**src/rtl/imm_gen_pipe.sv**
```systemverilog
// RV32I immediate generator behind a 2-entry skid buffer (output register + skid register).
// Optional feature: define IMM_GEN_CSR_ZIMM_EN to decode CSR-immediate forms as zimm (fmt 6).
module imm_gen_pipe #(
   parameter int XLEN  = 32,
   parameter int TAG_W = 5
) (
   input  logic             clk,
   input  logic             rst,
   input  logic             in_valid,
   output logic             in_ready,
   input  logic [31:0]      in_instr,
   input  logic [TAG_W-1:0] in_tag,
   output logic             out_valid,
   input  logic             out_ready,
   output logic [XLEN-1:0]  out_imm,
   output logic [2:0]       out_fmt,
   output logic             out_illegal,
   output logic [TAG_W-1:0] out_tag
);

   localparam logic [2:0] FMT_R = 3'd0;
   localparam logic [2:0] FMT_I = 3'd1;
   localparam logic [2:0] FMT_S = 3'd2;
   localparam logic [2:0] FMT_B = 3'd3;
   localparam logic [2:0] FMT_U = 3'd4;
   localparam logic [2:0] FMT_J = 3'd5;
`ifdef IMM_GEN_CSR_ZIMM_EN
   localparam logic [2:0] FMT_Z = 3'd6;
`endif

   typedef struct packed {
      logic [XLEN-1:0] imm;
      logic [2:0]      fmt;
      logic            illegal;
   } dec_t;

   // Immediates are assembled as signed 32-bit values, then widened so bit 31 sign-extends to XLEN.
   function automatic dec_t decode(input logic [31:0] instr);
      dec_t               d;
      logic signed [31:0] imm32;
      d     = '0;
      imm32 = '0;
      if (instr[1:0] != 2'b11) begin
         d.illegal = 1'b1;
      end else begin
         case (instr[6:0])
            7'b0010011, 7'b0000011, 7'b1100111: begin
               d.fmt = FMT_I;
               imm32 = {{20{instr[31]}}, instr[31:20]};
            end
            7'b1110011: begin
`ifdef IMM_GEN_CSR_ZIMM_EN
               if (instr[14]) begin
                  d.fmt = FMT_Z;
                  imm32 = {27'd0, instr[19:15]};
               end else begin
                  d.fmt = FMT_I;
                  imm32 = {{20{instr[31]}}, instr[31:20]};
               end
`else
               d.fmt = FMT_I;
               imm32 = {{20{instr[31]}}, instr[31:20]};
`endif
            end
            7'b0100011: begin
               d.fmt = FMT_S;
               imm32 = {{20{instr[31]}}, instr[31:25], instr[11:7]};
            end
            7'b1100011: begin
               d.fmt = FMT_B;
               imm32 = {{19{instr[31]}}, instr[31], instr[7], instr[30:25], instr[11:8], 1'b0};
            end
            7'b0110111, 7'b0010111: begin
               d.fmt = FMT_U;
               imm32 = {instr[31:12], 12'h000};
            end
            7'b1101111: begin
               d.fmt = FMT_J;
               imm32 = {{11{instr[31]}}, instr[31], instr[19:12], instr[20], instr[30:21], 1'b0};
            end
            7'b0110011: d.fmt = FMT_R;
            default:    d.illegal = 1'b1;
         endcase
      end
      d.imm = XLEN'(imm32);
      return d;
   endfunction

   dec_t             dec_p0;
   logic             in_fire;
   dec_t             skid_dec_p1;
   logic [TAG_W-1:0] skid_tag_p1;
   logic             skid_vld_p1;

   assign dec_p0  = decode(in_instr);
   assign in_fire = in_valid & in_ready;

   // ---- stage boundary: decode -> output / skid registers ----
   // in_ready mirrors "skid empty" as a register, so it never sees out_ready combinationally.
   always_ff @(posedge clk) begin
      if (rst) begin
         out_valid   <= 1'b0;
         skid_vld_p1 <= 1'b0;
         in_ready    <= 1'b1;
         out_imm     <= '0;
         out_fmt     <= '0;
         out_illegal <= 1'b0;
         out_tag     <= '0;
         skid_dec_p1 <= '0;
         skid_tag_p1 <= '0;
      end else if (!out_valid || out_ready) begin
         if (skid_vld_p1) begin
            out_imm     <= skid_dec_p1.imm;
            out_fmt     <= skid_dec_p1.fmt;
            out_illegal <= skid_dec_p1.illegal;
            out_tag     <= skid_tag_p1;
            out_valid   <= 1'b1;
            skid_vld_p1 <= 1'b0;
            in_ready    <= 1'b1;
         end else if (in_fire) begin
            out_imm     <= dec_p0.imm;
            out_fmt     <= dec_p0.fmt;
            out_illegal <= dec_p0.illegal;
            out_tag     <= in_tag;
            out_valid   <= 1'b1;
         end else begin
            out_valid   <= 1'b0;
         end
      end else if (in_fire) begin
         skid_dec_p1 <= dec_p0;
         skid_tag_p1 <= in_tag;
         skid_vld_p1 <= 1'b1;
         in_ready    <= 1'b0;
      end
   end

endmodule
```
**config.mk**
```make
export PLATFORM = sky130hd
export DESIGN_NAME = imm_gen_pipe
export DESIGN_NICKNAME = d
export VERILOG_FILES = /design/src/rtl/imm_gen_pipe.sv
export SDC_FILE = /design/constraint.sdc
export NUM_CORES = 1
export LEC_CHECK = 0
export ABC_AREA = 1
export BUFFER_PORTS_ARGS = -buffer_cell sky130_fd_sc_hd__clkbuf_2
export CORE_AREA = 5 5 114 116
export DETAILED_ROUTE_END_ITERATION = 7
export DIE_AREA = 0 0 119 121
export PLACE_DENSITY_LB_ADDON = 0.15
export REMOVE_ABC_BUFFERS = 1
export SLEW_MARGIN = 20
export SYNTH_ARGS = -nofsm -noshare
export SYNTH_HDL_FRONTEND = slang
export SYNTH_SLANG_ARGS = --single-unit
```
**constraint.sdc**
```tcl
create_clock -name clk -period 4.7 [get_ports clk]
set_clock_uncertainty 0.2 [all_clocks]
set_input_delay 0.235 -clock clk [delete_from_list [all_inputs] [get_ports clk]]
set_output_delay 0.235 -clock clk [all_outputs]
set_load 0.02 [all_outputs]
```
==> flow_summary.json, run 1 <==
{
  "status": "complete, no violations",
  "cts_hold_buf": 11,
  "fp.dieH_um": 121,
  "yosys-top-cells-count": "dfxtp_1 (85), nand2_1 (83), a21oi_1 (82), nor2_1 (69), o21ai_0 (65)",
  "reg2reg_slack_ns": 1.41,
  "yosysWarnings": 0,
  "gp_congestion": 0.7304,
  "fin_hold_ws_ns": 0.01543,
  "viasPerCell": 4.991,
  "synth.avg_cell_area_um2": 7.224,
  "drt_iter0_markers": 236,
  "placed_cell_area_mm2": 0.004415,
  "firstDrtPassIters": 4,
  "clockRootBuffer": "clkbuf_16",
  "async_flop_share_pct": 0,
  "die_x_um": 119,
  "antenna_found_initial": 0,
  "cellLeakagePower_nw": 2.467,
  "design_power_total_mw": 1.792,
  "clock_latency_ns": 0.34,
  "rsz0062_at_grt": "false",
  "fillers": 1279,
  "num_antenna_cells": 0,
  "worstSetupStartpoint": "skid_vld_p1$_SDFFE_PP0P_",
  "vdd.ir_drop.worst_mv": 0.1667,
  "start_kind": "register",
  "setup_ws_ns": 1.410,
  "grt_max_degree": 54,
  "yosysSeqAreaShare_pct": 42.29,
  "clock_path_buffers": 2,
  "power.density_mw_per_mm2": 370.2,
  "min_period_ns": 3.290,
  "worst_pin_slew_ns": 1.020,
  "grt_pass1_wl_mm": 19.40,
  "maxSlewViolCount": 0,
  "maxSlewHeadroom_pct": 31.75,
  "numPortBuffers": 83,
  "cap_violations": 0,
  "place_hpwl_mm": 7.000,
  "synth_top_area_share_pct": 42.29,
  "yosysMostFrequentCell": "dfxtp_1",
  "hold_violations": 0,
  "stdcell_area_mm2": 0.004841,
  "start_util_pct": 34.07,
  "io_pins": 84,
  "critical_path_class": "reg2reg",
  "grtUsageTotal_pct": 16.63,
  "synth_cell_types": 25,
  "post_cts_buffers": 0,
  "period_share_pct": 70.00,
  "pre_cts_ws_ns": 1.449,
  "tns_ns": 0,
  "core_mm2": 0.01181,
  "cts_buffers": 9,
  "yosysTopAreaCell": "dfxtp_1",
  "drive_gt1_share_pct": 22.10,
  "synthCells": 557,
  "finalWirelength_mm": 11.79,
  "fmax_mhz": 303.9,
  "via_count": 3873,
  "clock-sinks": 85,
  "syn_area_mm2": 0.004024,
  "cts_tree": "yes",
  "cts.htree.levels": 3,
  "ys_ff_latch": 85,
  "cp_data_arrival_time_ns": 3.28,
  "synth_enable_flop_cells": 0,
  "finalSetupViolations": 0,
  "timing.rr.start": "skid_vld_p1$_SDFFE_PP0P_",
  "antenna_left": 0,
  "worst-endpoint-required_ns": 4.69,
  "drc": 0,
  "grt_pass1_vias": 3865,
  "synthFlopType": "dfxtp_1",
  "layout.nets": 665,
  "clk_pin_slew_worst_paths_ns": 0.06,
  "die_area_mm2": 0.01440,
  "gr-total-overflow": 0,
  "cts_resized": 0,
  "fp-row-count": 40,
  "hold_class": "in2reg",
  "routedWlPerCell_um": 15.19,
  "end_kind": "register",
  "hold_start": "in_instr[8]",
  "netlist_top_cells_area": "dfxtp_1 (42%), a21oi_1 (10%), o21ai_0 (8.1%)",
  "syn_to_final_growth_pct": 20.30,
  "cp_max_fo": 46
}
==> critical path: stages (launching register included) <==
cell and delay, ns:
dfxtp_2 0.31, buf_4 0.29, inv_2 0.09, buf_4 0.46, nand2_1 0.17, nand2_2 0.66, inv_2 0.56, o21ai_0 0.31
a31oi_1 0.06
==> area by class of cell <==
cell class,count,area (um2),share of cell area (%)
clock buffer,9,225.2,4.652
clock inverter,7,90.09,1.861
multi-input combinational,389,1931,39.88
inverter,42,160.2,3.308
timing repair buffer,97,548.0,11.32
sequential,85,1703,35.18
tap,147,183.9,3.799
==> routing by layer <==
layer  track usage, %  vias up  part of all wire [%]
met3            4.336       12                   6.3
met2            27.87      119                    47
met4            5.214        0                   1.1
met1            20.90     1773                    46
li1                 -     1969                     -
met5                0        -                     0
==> power by group <==
part	internal, mW	switching, mW
registers	0.766	0.0242
logic	0.0810	0.166
clock network	0.462	0.293
total	1.31	0.483
==> cells by family after synthesis <==
| logic type | after synthesis | synth area share [%] |
|---|---|---|
| AOI/OAI and AO/OA | 170 | 21.36 |
| DFF | 85 | 42.29 |
| buffers and inverters | 83 | 9.732 |
| and+or+nand+nor | 219 | 26.62 |
==> stage by stage <==
step | util [%] | std cells
floorplan | - | 516
global placement | 37.38 | 749
detailed placement | 37.38 | 749
CTS | 40.99 | 776
global route | 40.99 | 776
finish | 40.99 | 776
==> worst paths after layout <==
kind / cells past startpoint / end
setup reg to reg: 8 / out_tag[4]$_SDFFE_PP0P_
setup / recovery: 8 / out_tag[4]$_SDFFE_PP0P_
hold / removal: 5 / skid_dec_p1[5]$_SDFFE_PP0P_
hold reg to reg: 2 / out_tag[1]$_SDFFE_PP0P_
==> state kept, by name, summed over array words and instances (netlist names) <==
| name | flops |
|---|---|
| in_ready | 1 |
| skid_vld_p1 | 1 |
| out_imm | 32 |
| out_fmt | 3 |
| skid_dec_p1 | 36 |
| out_illegal | 1 |
| out_tag | 5 |
| skid_tag_p1 | 5 |
| out_valid | 1 |
==> placed cells by master, fill, tap and decap left out <==
| master | Yosys | layout |
|---|---|---|
| a21oi_1 | 82 | 82 |
| o211ai_1 | 1 | 1 |
| nand3_1 | 33 | 33 |
| inv_2 | 4 | 4 |
| nor2_1 | 69 | 69 |
| inv_4 | 1 | 1 |
| clkinvlp_4 | 0 | 2 |
| o21ai_1 | 17 | 17 |
| buf_4 | 3 | 3 |
| nand2_2 | 8 | 8 |
| nand4_1 | 2 | 2 |
| o21ai_0 | 65 | 65 |
| bufinv_16 | 0 | 2 |
| clkbuf_2 | 0 | 83 |
| or2_1 | 1 | 1 |
| inv_1 | 37 | 37 |
| nor2_8 | 3 | 3 |
| nor2_4 | 2 | 2 |
| clkbuf_16 | 0 | 9 |
| dfxtp_2 | 0 | 1 |
| dlygate4sd3_1 | 0 | 11 |
| nand3_2 | 11 | 11 |
| a31oi_1 | 5 | 5 |
| nand2_4 | 6 | 6 |
| nor2_2 | 1 | 1 |
| clkinv_2 | 0 | 3 |
| nand2_1 | 83 | 83 |
| dfxtp_1 | 85 | 84 |
No activity file was read; power rests on OpenSTA's default activity.
==> run 2, diff against run 1 <==
Clock period 4.7 ns to 3.2 ns, I/O delays scaled along.
==> flow_summary.json, run 2 (synthesis gave the netlist of run 1 again) <==
{
  "antenna_found_initial": 0,
  "fp.dieH_um": 121,
  "design_power_total_mw": 2.669,
  "finalSetupViolations": 0,
  "drc": 0,
  "fin_hold_ws_ns": 0.008132,
  "worst-endpoint-required_ns": 3.26,
  "grt_pass1_wl_mm": 19.10,
  "cellLeakagePower_nw": 2.581,
  "worstSetupStartpoint": "out_valid$_SDFFE_PP0P_",
  "start_util_pct": 34.07,
  "maxSlewViolCount": 0,
  "reg2regPathDepth": 6,
  "final_cell_mix": "dfxtp_1 (84), nand2_1 (83), clkbuf_2 (83), a21oi_1 (82), nor2_1 (69)",
  "finalWirelength_mm": 11.50,
  "clock_latency_ns": 0.34,
  "drt_iter0_markers": 157,
  "period_share_pct": 61.50,
  "layout_commonest_cell": "dfxtp_1",
  "cts_resized": 0,
  "pwr-share-seq_pct": 43.4,
  "clock-sinks": 85,
  "fp-row-count": 40,
  "cp_cell_sequence": "inv_1 -> or2_1 -> nor2_8 -> buf_4 -> o21ai_0 -> a21oi_1",
  "clockRootBuffer": "clkbuf_16",
  "grt_max_degree": 47,
  "routedWlPerCell_um": 14.43,
  "whs_path_depth": 5,
  "fmax_mhz": 508.2,
  "p_clk_share_pct": 42.4,
  "hold_start": "in_instr[7]",
  "power.density_mw_per_mm2": 527.1,
  "timing.rr.start": "out_valid$_SDFFE_PP0P_",
  "p_comb_share_pct": 14.2,
  "cp_top_family": "simple AND/OR/NAND/NOR gates",
  "min_period_ns": 1.968,
  "io_pins": 84,
  "reg2reg_slack_ns": 1.23,
  "via_count": 3866,
  "antenna_left": 0,
  "largest_reg_flops": 36,
  "largest_registers": "skid_dec_p1 (36), out_imm (32)",
  "gp_congestion": 0.7516,
  "maxSlewHeadroom_pct": 48.03,
  "place_hpwl_mm": 7.053,
  "largest_register": "skid_dec_p1",
  "die_x_um": 119,
  "status": "complete, no violations",
  "cts.htree.levels": 3,
  "firstDrtPassIters": 4,
  "vdd.ir_drop.worst_mv": 0.2658,
  "holdPathEnd": "out_imm[0]$_SDFFE_PP0P_",
  "start_kind": "register",
  "max_stage_delay_ns": 0.38,
  "post_cts_buffers": 0,
  "end_kind": "register",
  "critical_path_class": "reg2reg",
  "cp_max_fo": 31,
  "pre_cts_ws_ns": 1.242,
  "grtUsageTotal_pct": 16.32,
  "cts_buffers": 9,
  "hold_class": "in2reg",
  "tns_ns": 0,
  "numPortBuffers": 83,
  "regToRegEndpoint": "skid_dec_p1[13]$_SDFFE_PP0P_",
  "drive_gt1_share_pct": 22.00,
  "core_mm2": 0.01181,
  "switchingPower_mw": 0.7058,
  "cp_data_arrival_time_ns": 2.03,
  "setup_ws_ns": 1.232,
  "cts_hold_buf": 28,
  "cap_violations": 0,
  "hold_violations": 0,
  "grt_pass1_vias": 3901,
  "path_buf_inv": 2,
  "clock_path_buffers": 2,
  "p_int_mw": 1.963,
  "layout.nets": 686,
  "viasPerCell": 4.851,
  "cts_tree": "yes",
  "rsz0062_at_grt": "false",
  "die_area_mm2": 0.01440,
  "clk_pin_slew_worst_paths_ns": 0.06,
  "gr-total-overflow": 0,
  "swShare_pct": 26.45,
  "cp_slowest_cell": "buf_4",
  "syn_to_final_growth_pct": 25.84,
  "worst_pin_slew_ns": 0.7784,
  "num_antenna_cells": 0
}
[run 2: changes by cell type in the layout (fill, tap and decap cells not counted), sizes merged]
cell,before,now
buf,3,7
clkbuf,92,93
clkinvlp,2,1
dlygate4sd3,11,28
[run 2: cell type report]
type	count	area, um2
multi-input combinational	389	1931
clock inverter	6	86.33
clock buffer	10	239.0
inverter	42	160.2
tap	147	183.9
timing repair buffer	118	760.7
fill	1242	6748
sequential	85	1703
[run 2: worst max-delay path by stage]
stage | cells past startpoint | endpoint | slack, ns
finish | 6 | skid_dec_p1[13]$_SDFFE_PP0P_ | 1.23
global route | 8 | skid_dec_p1[26]$_SDFFE_PP0P_ | 1.02
CTS | 6 | skid_dec_p1[13]$_SDFFE_PP0P_ | 1.23
detailed placement | 8 | skid_dec_p1[33]$_SDFFE_PP0P_ | 1.24
global placement | 6 | skid_dec_p1[27]$_SDFFE_PP0P_ | 1.26
floorplan | 6 | out_tag[0]$_SDFFE_PP0P_ | 0.30
[run 2: power groups by stage]
stage / Sequential (mW) / Clock, mW / Combinational, mW
floorplan: 1.23 / 0 / 0.158
global placement: 1.18 / 0 / 0.353
detailed placement: 1.18 / 0 / 0.358
CTS: 1.16 / 1.16 / 0.385
global route: 1.17 / 1.19 / 0.425
finish: 1.16 / 1.13 / 0.379
[run 2: layer usage]
layer,share of wire [%],global-route usage [%]
met4,1.6,5.648
met2,46,27.45
met5,0,0
met3,6.4,3.683
met1,46,20.56
[run 2: through the flow]
| stage | instances | util [%] | area, um2 |
|---|---|---|---|
| 5_1_grt | 797 | 42.87 | 5064 |
| 2_1_floorplan | 516 | - | 3792 |
| 3_3_place_gp | 753 | 37.74 | 4458 |
| 6_report | 797 | 42.87 | 5064 |
| 3_5_place_dp | 753 | 37.74 | 4458 |
| 4_1_cts | 797 | 42.87 | 5064 |
[run 2: worst reg2reg max path: cells and delay by family, from the launching register on]
family                 cells  cell delay [ns]
buffers and inverters      2             0.44
AO/OA/AOI/OAI              2             0.30
flip-flops                 1             0.32
AND/OR/NAND/NOR            2             0.65
==> run 3, diff against run 2 <==
Clock period 3.2 ns to 2 ns, I/O delays scaled along.
==> flow_summary.json, run 3 (synthesis gave the netlist of run 1 again) <==
{
  "power.density_mw_per_mm2": 790.6,
  "grt_max_degree": 58,
  "routedWlPerCell_um": 14.73,
  "die_x_um": 119,
  "finalSetupViolations": 0,
  "multi_input_area_mm2": 0.001931,
  "worst-endpoint-required_ns": 2.02,
  "pre_cts_ws_ns": 0.2329,
  "grt_pass1_wl_mm": 19.64,
  "clock_path_buffers": 2,
  "max_stage_delay_ns": 0.32,
  "rsz0062_at_grt": "false",
  "design_power_total_mw": 4.064,
  "cp_cell_sequence": "inv_1 -> or2_1 -> nor2_8 -> inv_2 -> o21ai_0 -> inv_1",
  "largest_reg_flops": 36,
  "cap_violations": 0,
  "period_share_pct": 89.64,
  "setup_ws_ns": 0.2073,
  "hold_class": "in2reg",
  "cts_tree": "yes",
  "fmax_mhz": 557.8,
  "maxSlewHeadroom_pct": 60.52,
  "fp-row-count": 40,
  "worstSetupStartpoint": "out_valid$_SDFFE_PP0P_",
  "worst_pin_slew_ns": 0.5913,
  "maxSlewViolCount": 0,
  "whs_path_depth": 4,
  "clock_latency_ns": 0.33,
  "cts_resized": 0,
  "antenna_left": 0,
  "hold_violations": 0,
  "end_kind": "register",
  "firstDrtPassIters": 4,
  "start_kind": "register",
  "layout_commonest_cell": "dfxtp_1",
  "core_mm2": 0.01181,
  "hold_start": "in_instr[4]",
  "min_period_ns": 1.793,
  "viasPerCell": 4.875,
  "syn_to_final_growth_pct": 27.74,
  "drive_gt1_share_pct": 21.58,
  "die_area_mm2": 0.01440,
  "status": "complete, no violations",
  "start_util_pct": 34.07,
  "clockRootBuffer": "clkbuf_16",
  "fillers": 1255,
  "clk_pin_slew_worst_paths_ns": 0.06,
  "place_hpwl_mm": 7.076,
  "cp_max_fo": 31,
  "antenna_found_initial": 0,
  "grtUsageTotal_pct": 16.85,
  "num_antenna_cells": 0,
  "drt_iter0_markers": 255,
  "seqCellArea_mm2": 0.001703,
  "cellLeakagePower_nw": 2.615,
  "io_pins": 84,
  "cp_common_cell": "inv_1",
  "fp.dieH_um": 121,
  "drc": 0,
  "layout.nets": 695,
  "tns_ns": 0,
  "dp_cells": 755,
  "numPortBuffers": 83,
  "reg2regPathDepth": 6,
  "finalNonFillerCells": 805,
  "vdd.ir_drop.worst_mv": 0.4864,
  "cp_data_arrival_time_ns": 1.82,
  "finalWirelength_mm": 11.86,
  "critical_path_class": "reg2reg",
  "cts.htree.levels": 3,
  "grt_pass1_vias": 3999,
  "cts_buffers": 9,
  "cp_slowest_cell": "dfxtp_1",
  "post_cts_buffers": 0,
  "via_count": 3924,
  "gp_congestion": 0.7657,
  "clock-sinks": 85,
  "largest_registers": "skid_dec_p1 (36), out_imm (32)",
  "largest_register": "skid_dec_p1",
  "timing.rr.start": "out_valid$_SDFFE_PP0P_",
  "gr-total-overflow": 0,
  "final_cell_mix": "dfxtp_1 (84), nand2_1 (83), clkbuf_2 (83), a21oi_1 (82), nor2_1 (69)"
}
==> run 3: cell types whose count changed in the layout (fill, tap and decap cells not counted) <==
cell and delta:
dlygate4sd3_1 +7, buf_12 +3, clkinvlp_4 -1, clkbuf_1 +2, clkinv_2 -1, buf_4 -1
clkbuf_8 +2, clkinv_4 -1, bufinv_16 -2
==> run 3: path summary, 6_finish.rpt <==
kind / slack, ns / to
hold reg to reg: 0.28 / out_tag[1]$_SDFFE_PP0P_
setup / recovery: 0.21 / skid_dec_p1[21]$_SDFFE_PP0P_
setup reg to reg: 0.21 / skid_dec_p1[21]$_SDFFE_PP0P_
hold / removal: 0.01 / skid_dec_p1[0]$_SDFFE_PP0P_
==> run 3: where the power goes <==
| group | internal (mW) | total (mW) | switching, mW | leakage [nW] |
|---|---|---|---|---|
| combinational | 0.239 | 0.638 | 0.399 | 1.78 |
| clock | 0.935 | 1.57 | 0.638 | 0.139 |
| sequential | 1.80 | 1.85 | 0.0521 | 0.696 |
| total | 2.97 | 4.06 | 1.09 | 2.62 |
==> run 3: area by class of cell <==
class | instances | share of cell area, %
flip-flops and latches | 85 | 33.13
multi-input cells | 389 | 37.56
clock buffers | 14 | 5.331
clock inverters | 1 | 0.09737
inverters | 42 | 3.116
well taps | 147 | 3.578
repair buffers | 127 | 17.19
==> run 3: worst max-delay path, delay by kind of cell, from the launching register on <==
family,cells,cell delay (ns)
AOI/OAI and AO/OA,1,0.27
and+or+nand+nor,2,0.52
buffers and inverters,3,0.37
DFF,1,0.32
==> run 3: timing repair <==
action	4_1_cts	5_1_grt
setup endpoints to repair	0	0
hold endpoints to repair	62	0
hold buffers	35	0
==> run 3: through the flow <==
| step | util [%] | hold WS, ns | instance area (um2) |
|---|---|---|---|
| after floorplan | - | -0.03093 | 3792 |
| after global placement | 38.19 | 0.1518 | 4511 |
| after detailed placement | 38.19 | 0.1601 | 4511 |
| after CTS | 43.52 | 0.01085 | 5140 |
| after global routing | 43.52 | 0.04446 | 5140 |
| final | 43.52 | 0.01090 | 5140 |
==> run 3: metal layers <==
layer	track usage, %	share of wire [%]
met3	4.382	5.9
met1	20.29	45
met4	4.634	0.96
met5	0	0
met2	29.64	48
